`src/rtl/ysyx_25030093_lsu_pkg.sv`:
```
// ysyx_25030093_lsu_pkg
// Shared definitions for the AXI4-Lite load/store unit. It holds the memory-op
// encodings, the FSM state codes, the error codes, and small decode helpers
// used by both the top level and the alignment datapath.
// No ports. The optional misalignment check (macro LSU_MISALIGN_CHECK_EN) lives
// in the top level and does not change anything here.
package ysyx_25030093_lsu_pkg;

  // Memory-op encodings as driven on in_op.
  localparam logic [3:0] OP_LB  = 4'd0;
  localparam logic [3:0] OP_LH  = 4'd1;
  localparam logic [3:0] OP_LW  = 4'd2;
  localparam logic [3:0] OP_LBU = 4'd3;
  localparam logic [3:0] OP_LHU = 4'd4;
  localparam logic [3:0] OP_SB  = 4'd5;
  localparam logic [3:0] OP_SH  = 4'd6;
  localparam logic [3:0] OP_SW  = 4'd7;
  localparam logic [3:0] OP_LWU = 4'd8;
  localparam logic [3:0] OP_LD  = 4'd9;
  localparam logic [3:0] OP_SD  = 4'd10;

  // FSM state codes.
  localparam logic [2:0] ST_IDLE = 3'd0;
  localparam logic [2:0] ST_AR   = 3'd1;
  localparam logic [2:0] ST_R    = 3'd2;
  localparam logic [2:0] ST_AW_W = 3'd3;
  localparam logic [2:0] ST_B    = 3'd4;
  localparam logic [2:0] ST_DONE = 3'd5;

  // Result error codes.
  localparam logic [1:0] ERR_OK       = 2'b00;
  localparam logic [1:0] ERR_BUS      = 2'b01;
  localparam logic [1:0] ERR_MISALIGN = 2'b10;

  // log2 of the access size in bytes (0=byte .. 3=doubleword).
  function automatic logic [1:0] access_lg(input logic [3:0] op);
    case (op)
      OP_LB, OP_LBU, OP_SB:  return 2'd0;
      OP_LH, OP_LHU, OP_SH:  return 2'd1;
      OP_LW, OP_SW, OP_LWU:  return 2'd2;
      OP_LD, OP_SD:          return 2'd3;
      default:               return 2'd0;
    endcase
  endfunction

  function automatic logic is_store(input logic [3:0] op);
    return (op == OP_SB) || (op == OP_SH) || (op == OP_SW) || (op == OP_SD);
  endfunction

  // The 64-bit-only ops (lwu/ld/sd) are accepted only on a 64-bit datapath.
  function automatic logic op_legal(input logic [3:0] op, input logic wide);
    return (op <= OP_SW) || (wide && (op <= OP_SD));
  endfunction

endpackage

```
`src/rtl/ysyx_25030093_lsu_align.sv`:
```
// ysyx_25030093_lsu_align
// Combinational alignment datapath for the LSU.
// Load side: shifts the bus word down by the byte offset, then sign- or
// zero-extends it according to the op.
// Store side: shifts right-aligned store data up onto its byte lanes and
// builds the matching write strobes.
// Ports:
//   ld_op, ld_off, ld_rdata -> ld_data           (load extract/extend)
//   st_op, st_off, st_wdata -> st_data, st_strb  (store lane steering)
import ysyx_25030093_lsu_pkg::*;

module ysyx_25030093_lsu_align #(
  parameter int DATA_W = 32
) (
  input  logic [3:0]                  ld_op,
  input  logic [$clog2(DATA_W/8)-1:0] ld_off,
  input  logic [DATA_W-1:0]           ld_rdata,
  output logic [DATA_W-1:0]           ld_data,
  input  logic [3:0]                  st_op,
  input  logic [$clog2(DATA_W/8)-1:0] st_off,
  input  logic [DATA_W-1:0]           st_wdata,
  output logic [DATA_W-1:0]           st_data,
  output logic [DATA_W/8-1:0]         st_strb
);

  localparam int STRB_W = DATA_W / 8;

  logic [DATA_W-1:0] ld_shifted;
  logic [STRB_W-1:0] st_base;

  // A sized cast of a signed value sign-extends, so the same expression
  // works for both the 32- and the 64-bit datapath.
  always_comb begin
    ld_shifted = ld_rdata >> {ld_off, 3'b000};
    case (ld_op)
      OP_LB:   ld_data = DATA_W'($signed(ld_shifted[7:0]));
      OP_LH:   ld_data = DATA_W'($signed(ld_shifted[15:0]));
      OP_LW:   ld_data = DATA_W'($signed(ld_shifted[31:0]));
      OP_LBU:  ld_data = DATA_W'(ld_shifted[7:0]);
      OP_LHU:  ld_data = DATA_W'(ld_shifted[15:0]);
      OP_LWU:  ld_data = DATA_W'(ld_shifted[31:0]);
      default: ld_data = ld_shifted;
    endcase
  end

  // Bits of st_wdata above the access size land on lanes whose strobe is
  // clear, so they need no masking.
  always_comb begin
    case (access_lg(st_op))
      2'd0:    st_base = STRB_W'(1);
      2'd1:    st_base = STRB_W'(3);
      2'd2:    st_base = STRB_W'(15);
      default: st_base = '1;
    endcase
    st_strb = st_base << st_off;
    st_data = st_wdata << {st_off, 3'b000};
  end

endmodule

```
`src/rtl/ysyx_25030093_lsu_axil.sv`:
```
// ysyx_25030093_lsu_axil
// Load/store unit with an AXI4-Lite-style master port. It accepts one memory
// op per in_valid/in_ready handshake and runs it on AR/R (loads) or AW/W/B
// (stores). It returns extended load data and an error code on out_*, and
// keeps only one transaction outstanding at a time.
// Ports:
//   clk, rst_n                     clock, async active-low reset
//   in_valid/in_ready, in_op, in_addr, in_wdata       upstream request
//   out_valid/out_ready, out_rdata, out_err           downstream result
//   mem_addr, mem_ar*, mem_r*, mem_aw*, mem_w*, mem_b* AXI4-Lite master
// Optional feature: define LSU_MISALIGN_CHECK_EN to reject misaligned accesses
// with out_err=10 instead of forcing natural alignment.
import ysyx_25030093_lsu_pkg::*;

module ysyx_25030093_lsu_axil #(
  parameter int DATA_W = 32,
  parameter int ADDR_W = 32
) (
  input  logic                clk,
  input  logic                rst_n,
  input  logic                in_valid,
  output logic                in_ready,
  input  logic [3:0]          in_op,
  input  logic [ADDR_W-1:0]   in_addr,
  input  logic [DATA_W-1:0]   in_wdata,
  output logic                out_valid,
  input  logic                out_ready,
  output logic [DATA_W-1:0]   out_rdata,
  output logic [1:0]          out_err,
  output logic [ADDR_W-1:0]   mem_addr,
  output logic                mem_arvalid,
  input  logic                mem_arready,
  input  logic [DATA_W-1:0]   mem_rdata,
  input  logic [1:0]          mem_rresp,
  input  logic                mem_rvalid,
  output logic                mem_rready,
  output logic                mem_awvalid,
  input  logic                mem_awready,
  output logic [DATA_W-1:0]   mem_wdata,
  output logic [DATA_W/8-1:0] mem_wstrb,
  output logic                mem_wvalid,
  input  logic                mem_wready,
  input  logic [1:0]          mem_bresp,
  input  logic                mem_bvalid,
  output logic                mem_bready
);

  localparam int STRB_W = DATA_W / 8;
  localparam int OFF_W  = $clog2(STRB_W);

  logic [2:0]        state_q, state_d;
  logic [3:0]        op_q, op_d;
  logic [OFF_W-1:0]  off_q, off_d;
  logic              aw_done_q, aw_done_d;
  logic              w_done_q, w_done_d;
  logic [DATA_W-1:0] out_rdata_q, out_rdata_d;
  logic [1:0]        out_err_q, out_err_d;
  logic [ADDR_W-1:0] addr_q, addr_d;
  logic [DATA_W-1:0] wdata_q, wdata_d;
  logic [STRB_W-1:0] strb_q, strb_d;

  logic [OFF_W-1:0]  lo_mask;
  logic [OFF_W-1:0]  in_off;
  logic              misalign;
  logic [DATA_W-1:0] ld_data;
  logic [DATA_W-1:0] st_data;
  logic [STRB_W-1:0] st_strb;

  // The low address bits inside the access size form the alignment mask.
  // Clearing them gives the naturally aligned byte offset.
  assign lo_mask = OFF_W'((1 << access_lg(in_op)) - 1);
  assign in_off  = in_addr[OFF_W-1:0] & ~lo_mask;

`ifdef LSU_MISALIGN_CHECK_EN
  assign misalign = |(in_addr[OFF_W-1:0] & lo_mask);
`else
  assign misalign = 1'b0;
`endif

  // The load path uses the latched op and offset with the live bus data.
  // The store path steers the request's data at accept time, so the W
  // payload is a plain register.
  ysyx_25030093_lsu_align #(.DATA_W(DATA_W)) u_align (
    .ld_op    (op_q),
    .ld_off   (off_q),
    .ld_rdata (mem_rdata),
    .ld_data  (ld_data),
    .st_op    (in_op),
    .st_off   (in_off),
    .st_wdata (in_wdata),
    .st_data  (st_data),
    .st_strb  (st_strb)
  );

  // Every bus valid/ready decodes only registered state, so no input reaches
  // them combinationally.
  assign in_ready    = (state_q == ST_IDLE);
  assign mem_arvalid = (state_q == ST_AR);
  assign mem_rready  = (state_q == ST_R);
  assign mem_awvalid = (state_q == ST_AW_W) && !aw_done_q;
  assign mem_wvalid  = (state_q == ST_AW_W) && !w_done_q;
  assign mem_bready  = (state_q == ST_B);
  assign out_valid   = (state_q == ST_DONE);
  assign out_rdata   = out_rdata_q;
  assign out_err     = out_err_q;
  assign mem_addr    = addr_q;
  assign mem_wdata   = wdata_q;
  assign mem_wstrb   = strb_q;

  // Illegal ops and (optionally) misaligned ops skip the bus and go straight
  // to DONE. AW and W finish independently, and B is entered only once both
  // handshakes have completed.
  always_comb begin
    state_d     = state_q;
    op_d        = op_q;
    off_d       = off_q;
    aw_done_d   = aw_done_q;
    w_done_d    = w_done_q;
    out_rdata_d = out_rdata_q;
    out_err_d   = out_err_q;
    addr_d      = addr_q;
    wdata_d     = wdata_q;
    strb_d      = strb_q;
    case (state_q)
      ST_IDLE: begin
        if (in_valid) begin
          op_d        = in_op;
          off_d       = in_off;
          addr_d      = {in_addr[ADDR_W-1:OFF_W], {OFF_W{1'b0}}};
          aw_done_d   = 1'b0;
          w_done_d    = 1'b0;
          out_rdata_d = '0;
          out_err_d   = ERR_OK;
          if (!op_legal(in_op, DATA_W == 64)) begin
            state_d   = ST_DONE;
            out_err_d = ERR_BUS;
          end else if (misalign) begin
            state_d   = ST_DONE;
            out_err_d = ERR_MISALIGN;
          end else if (is_store(in_op)) begin
            state_d = ST_AW_W;
            wdata_d = st_data;
            strb_d  = st_strb;
          end else begin
            state_d = ST_AR;
          end
        end
      end
      ST_AR: begin
        if (mem_arready) state_d = ST_R;
      end
      ST_R: begin
        if (mem_rvalid) begin
          out_rdata_d = ld_data;
          out_err_d   = (mem_rresp != 2'b00) ? ERR_BUS : ERR_OK;
          state_d     = ST_DONE;
        end
      end
      ST_AW_W: begin
        aw_done_d = aw_done_q | mem_awready;
        w_done_d  = w_done_q | mem_wready;
        if (aw_done_d && w_done_d) state_d = ST_B;
      end
      ST_B: begin
        if (mem_bvalid) begin
          out_err_d = (mem_bresp != 2'b00) ? ERR_BUS : ERR_OK;
          state_d   = ST_DONE;
        end
      end
      ST_DONE: begin
        if (out_ready) state_d = ST_IDLE;
      end
      default: state_d = ST_IDLE;
    endcase
  end

  // The asynchronous reset drops every valid/ready at once. Bus responses
  // that arrive later are ignored because the FSM is back in IDLE.
  always_ff @(posedge clk or negedge rst_n) begin
    if (!rst_n) begin
      state_q     <= ST_IDLE;
      op_q        <= OP_LB;
      off_q       <= '0;
      aw_done_q   <= 1'b0;
      w_done_q    <= 1'b0;
      out_rdata_q <= '0;
      out_err_q   <= ERR_OK;
      addr_q      <= '0;
      wdata_q     <= '0;
      strb_q      <= '0;
    end else begin
      state_q     <= state_d;
      op_q        <= op_d;
      off_q       <= off_d;
      aw_done_q   <= aw_done_d;
      w_done_q    <= w_done_d;
      out_rdata_q <= out_rdata_d;
      out_err_q   <= out_err_d;
      addr_q      <= addr_d;
      wdata_q     <= wdata_d;
      strb_q      <= strb_d;
    end
  end

endmodule

```
`config.mk`:
```
export PLATFORM = sky130hd
export DESIGN_NAME = ysyx_25030093_lsu_axil
export DESIGN_NICKNAME = d
export VERILOG_FILES = /design/src/rtl/ysyx_25030093_lsu_pkg.sv /design/src/rtl/ysyx_25030093_lsu_align.sv /design/src/rtl/ysyx_25030093_lsu_axil.sv
export SDC_FILE = /design/constraint.sdc
export NUM_CORES = 1
export LEC_CHECK = 0
export ABC_AREA = 1
export CORE_ASPECT_RATIO = 1.25
export CORE_UTILIZATION = 48
export CTS_CLUSTER_DIAMETER = 80
export CTS_CLUSTER_SIZE = 12
export DETAILED_ROUTE_END_ITERATION = 8
export PLACE_DENSITY_LB_ADDON = 0.12
export SYNTH_ARGS = -nofsm -noshare
export SYNTH_HDL_FRONTEND = slang
export SYNTH_SLANG_ARGS = --single-unit
```
`constraint.sdc`:
```
create_clock -name clk -period 2.3 [get_ports clk]
set_input_delay 0.46 -clock clk [delete_from_list [all_inputs] [get_ports clk]]
set_output_delay 0.46 -clock clk [all_outputs]
set_load 0.02 [all_outputs]
```
==> impl_metrics.csv, run 1 <==
group,metric,value,unit
synth,synthArstFlopShare,1.00,
timing,relSlewSlack,0.653,
cts,clk_pin_slew,0.08,ns
finish,layout.nets,1087,
synth,avgSynthCellArea,7.80,sq um
cts,clkLatencyLatePin,0.35,ns
setup_path,cp.required,1.84,ns
synth,synth-seq-cells,110,
drt,viasPerCell,5.31,
global_route,grt_pass1_wl,28400,um
global_route,grt_max_degree,51,
cts,clkSinkCount,110,
synth,yosysWarnings,0,
floorplanning,core,11700,sq um
finish,fin_util,0.741,
synth,synth_ff_type,"dfrtp_1",
timing,fin_ws,0.0861,ns
timing,slew_viol_final,0,
floorplanning,pin_count,222,
cts,postCtsSetupRepairBufs,0,
finish,fillCellCount,925,
power_and_ir_drop,swShare,0.428,
place,dpl_cell_area,8360,sq um
timing,whs,0.0334,ns
finish,n_antenna_cell,0,
setup_path,worstPathCellList,"nor2_4, nand2_1, inv_1, clkdlybuf4s50_1",
place,place_ws,-0.659,ns
power_and_ir_drop,ir_worst_vdd,764,uV
synth,synth_top_area_cell,"dfrtp_1",
synth,synthTopCellsByCount,"nand2_1 (261), dfrtp_1 (110), inv_1 (55)",
power_and_ir_drop,combPwrFrac,0.535,
drt,routedWlPerCell,15.4,um
setup_path,path_class,"reg -> out",
power_and_ir_drop,p_sw,4690,uW
timing,finalSetupViolations,0,
power_and_ir_drop,internal_power,6270,uW
cts,h-tree-depth,3,
status,status,"completed",
synth,synth.cell_area,5830,sq um
setup_path,arrival,1.75,ns
synth,syn-instance-count,748,
power_and_ir_drop,p_leak,0.00420,uW
finish,layout.cells.non_filler,1135,
drt,drc_errors,0,
cts,hold_buffers,0,
place,place_congestion,0.942,
setup_path,slowest_stage,"clkdlybuf4s50_1",
drt,drtIter0Drc,299,
cts,cts_tree,"done",
setup_path,cp_max_fo,7,
setup_path,crit_path_end_kind,"output pin",
timing,rsz0062_at_grt,"no",
finish,fin_area,8690,sq um
floorplanning,start_util,0.498,
global_route,antenna_found_initial,0,
cts,root_buffer,"clkbuf_16",
drt,vias,6024,
timing,worst_slew_pin_slew,0.519,ns
drt,drtPass1Iterations,5,
floorplanning,dieWidth,101,um
place,hpwl,13100,um
synth,yosysMostFrequentCell,"nand2_1",
cts,cts_inserted_buffers,9,
floorplanning,die_h,125,um
synth,yosys-top-cells-area,"dfrtp_1 (47%), nand2_1 (17%), o21ai_0 (4.5%)",
finish,drive_above_1_share,0.112,
global_route,gr-total-overflow,0,
power_and_ir_drop,seq_power_share,0.315,
floorplanning,die_area,12600,sq um
place,placedCellCount,1119,
synth,synth_edf_count,0,
finish,area_growth,48.9,%
drt,routed_wl,17500,um
place,portBuffers,218,
drt,ant_nets,0,
timing,clock-skew-final,0.00826,ns
min_path,min-delay-path-class,"in -> async",
setup_path,cp-start-kind,"flip-flop",
timing,final-hold-violation-count,0,
global_route,grt_pass1_vias,5866,
setup_path,slowest_delay,0.60,ns
timing,max_freq,0.452,GHz
floorplanning,fp-row-count,44,
flow_run,drv_cap,0,
synth,synth_top_area_frac,0.472,
cts,clockBufferDepth,2,
power_and_ir_drop,pwr-share-clk,0.150,
power_and_ir_drop,p_per_area,1260,nW/um^2
synth,ys_types,40,
synth,ys_seq_area_frac,0.472,
timing,min_period,2.21,ns
timing,period_share,0.963,
global_route,grt_usage,0.287,
-- registers in the layout (all words and copies together), names as in the netlist --
register and flops:
w_done_q 1, out_err 1, op_q 4, aw_done_q 1
state_q 3, off_q 2, mem_addr 30, mem_wstrb 4
mem_wdata 32, out_rdata 32
-- worst max-delay path: cells and delay by family (launching register included) --
family | cells | cell delay [ns]
buffers and inverters | 2 | 0.67
DFF | 1 | 0.49
and+or+nand+nor | 2 | 0.23
-- stage by stage --
step	setup TNS [ns]	power (uW)
floorplan	0	6650
global placement	-18.57	9180
detailed placement	-20.95	9330
CTS	0	11000
global route	0	11700
finish	0	11000
-- power by group through the flow --
| stage | registers [uW] | logic, uW | clock network, uW |
|---|---|---|---|
| finish | 3450 | 5860 | 1650 |
| global route | 3550 | 6370 | 1750 |
| CTS | 3440 | 5890 | 1670 |
| detailed placement | 3460 | 5870 | 0 |
| global placement | 3440 | 5740 | 0 |
| floorplan | 4370 | 2280 | 0 |
-- final timing paths --
path / startpoint / to / slack (ns) / cells after the start
worst min-delay path: rst_n / out_rdata[25] / 0.03 / 1
worst min register to register: mem_wdata[10] / mem_wdata[10] / 0.48 / 2
worst max register to register: off_q[0] / out_rdata[16] / 0.28 / 9
max in group asynchronous: rst_n / mem_addr[13] / 1.53 / 2
min in group clk: mem_wdata[10] / mem_wdata[10] / 0.48 / 2
worst max-delay path: state_q[0] / mem_bready / 0.09 / 4
-- final cells by class --
cell class,instances,area (sq um),share of cell area
flip-flops and latches,110,2760,0.317
multi-input cells,535,2710,0.312
repair buffers,253,2480,0.285
inverters,60,233,0.0268
clock buffers,9,225,0.0259
well taps,161,201,0.0232
clock inverters,7,91.3,0.0105
-- placed cells by master (no fill, tap or decap), types with 2 or more instances in the layout --
cell type,instances
nand2_4,2
ha_1,2
o22ai_1,2
nor3_1,3
or2_2,2
mux2i_1,7
clkbuf_2,2
inv_1,50
inv_4,3
buf_12,2
dlygate4sd2_1,2
dfrtp_2,2
ha_4,3
a31oi_1,7
clkbuf_16,9
dlymetal6s2s_1,4
nand4_1,24
inv_2,7
inv_6,3
conb_1,3
o21ai_2,9
nor2_2,3
buf_4,32
nor2_1,39
nand2_1,261
a22oi_1,7
nand3_1,37
o21ai_0,53
nand3_2,12
dfrtp_1,108
clkdlybuf4s50_1,209
nor2_4,5
a22o_1,7
a32o_1,2
a21oi_1,31
o21ai_1,4
-- timing repair --
item / in CTS / in global routing
endpoints found under the setup margin: 40 / 38
resized for setup: 7 / 10
pin swaps: 1 / 1
-- metal layers --
metal / wire (um) / GRT usage / vias to the layer above
met1: 7130 / 0.359 / 2864
met4: 678 / 0.124 / 0
li1: - / - / 2885
met5: 0 / 0 / -
met3: 966 / 0.0414 / 44
met2: 8730 / 0.492 / 231
-- cell families after synthesis --
family                   share of synthesized area
flip-flops                                   0.472
multiplexers                                0.0120
AND/OR/NAND/NOR                              0.297
AO/OA/AOI/OAI                                0.126
buffers and inverters                       0.0817
adder cells (fa/ha/maj)                     0.0107
other                                     0.000643
(Power assumes the default switching activity.)
==> inputs of run 2 (changes only) <==
Settings changed: CAP_MARGIN set to 15, SKIP_LAST_GASP set to 1.
==> results of run 2 <==
The final DEF is identical to that of run 1; final timing and power are the same.
==> inputs of run 3 (changes only) <==
Settings changed: CAP_MARGIN 15 to 5.
==> results of run 3 <==
The final DEF is identical to that of run 1; final timing and power are the same.
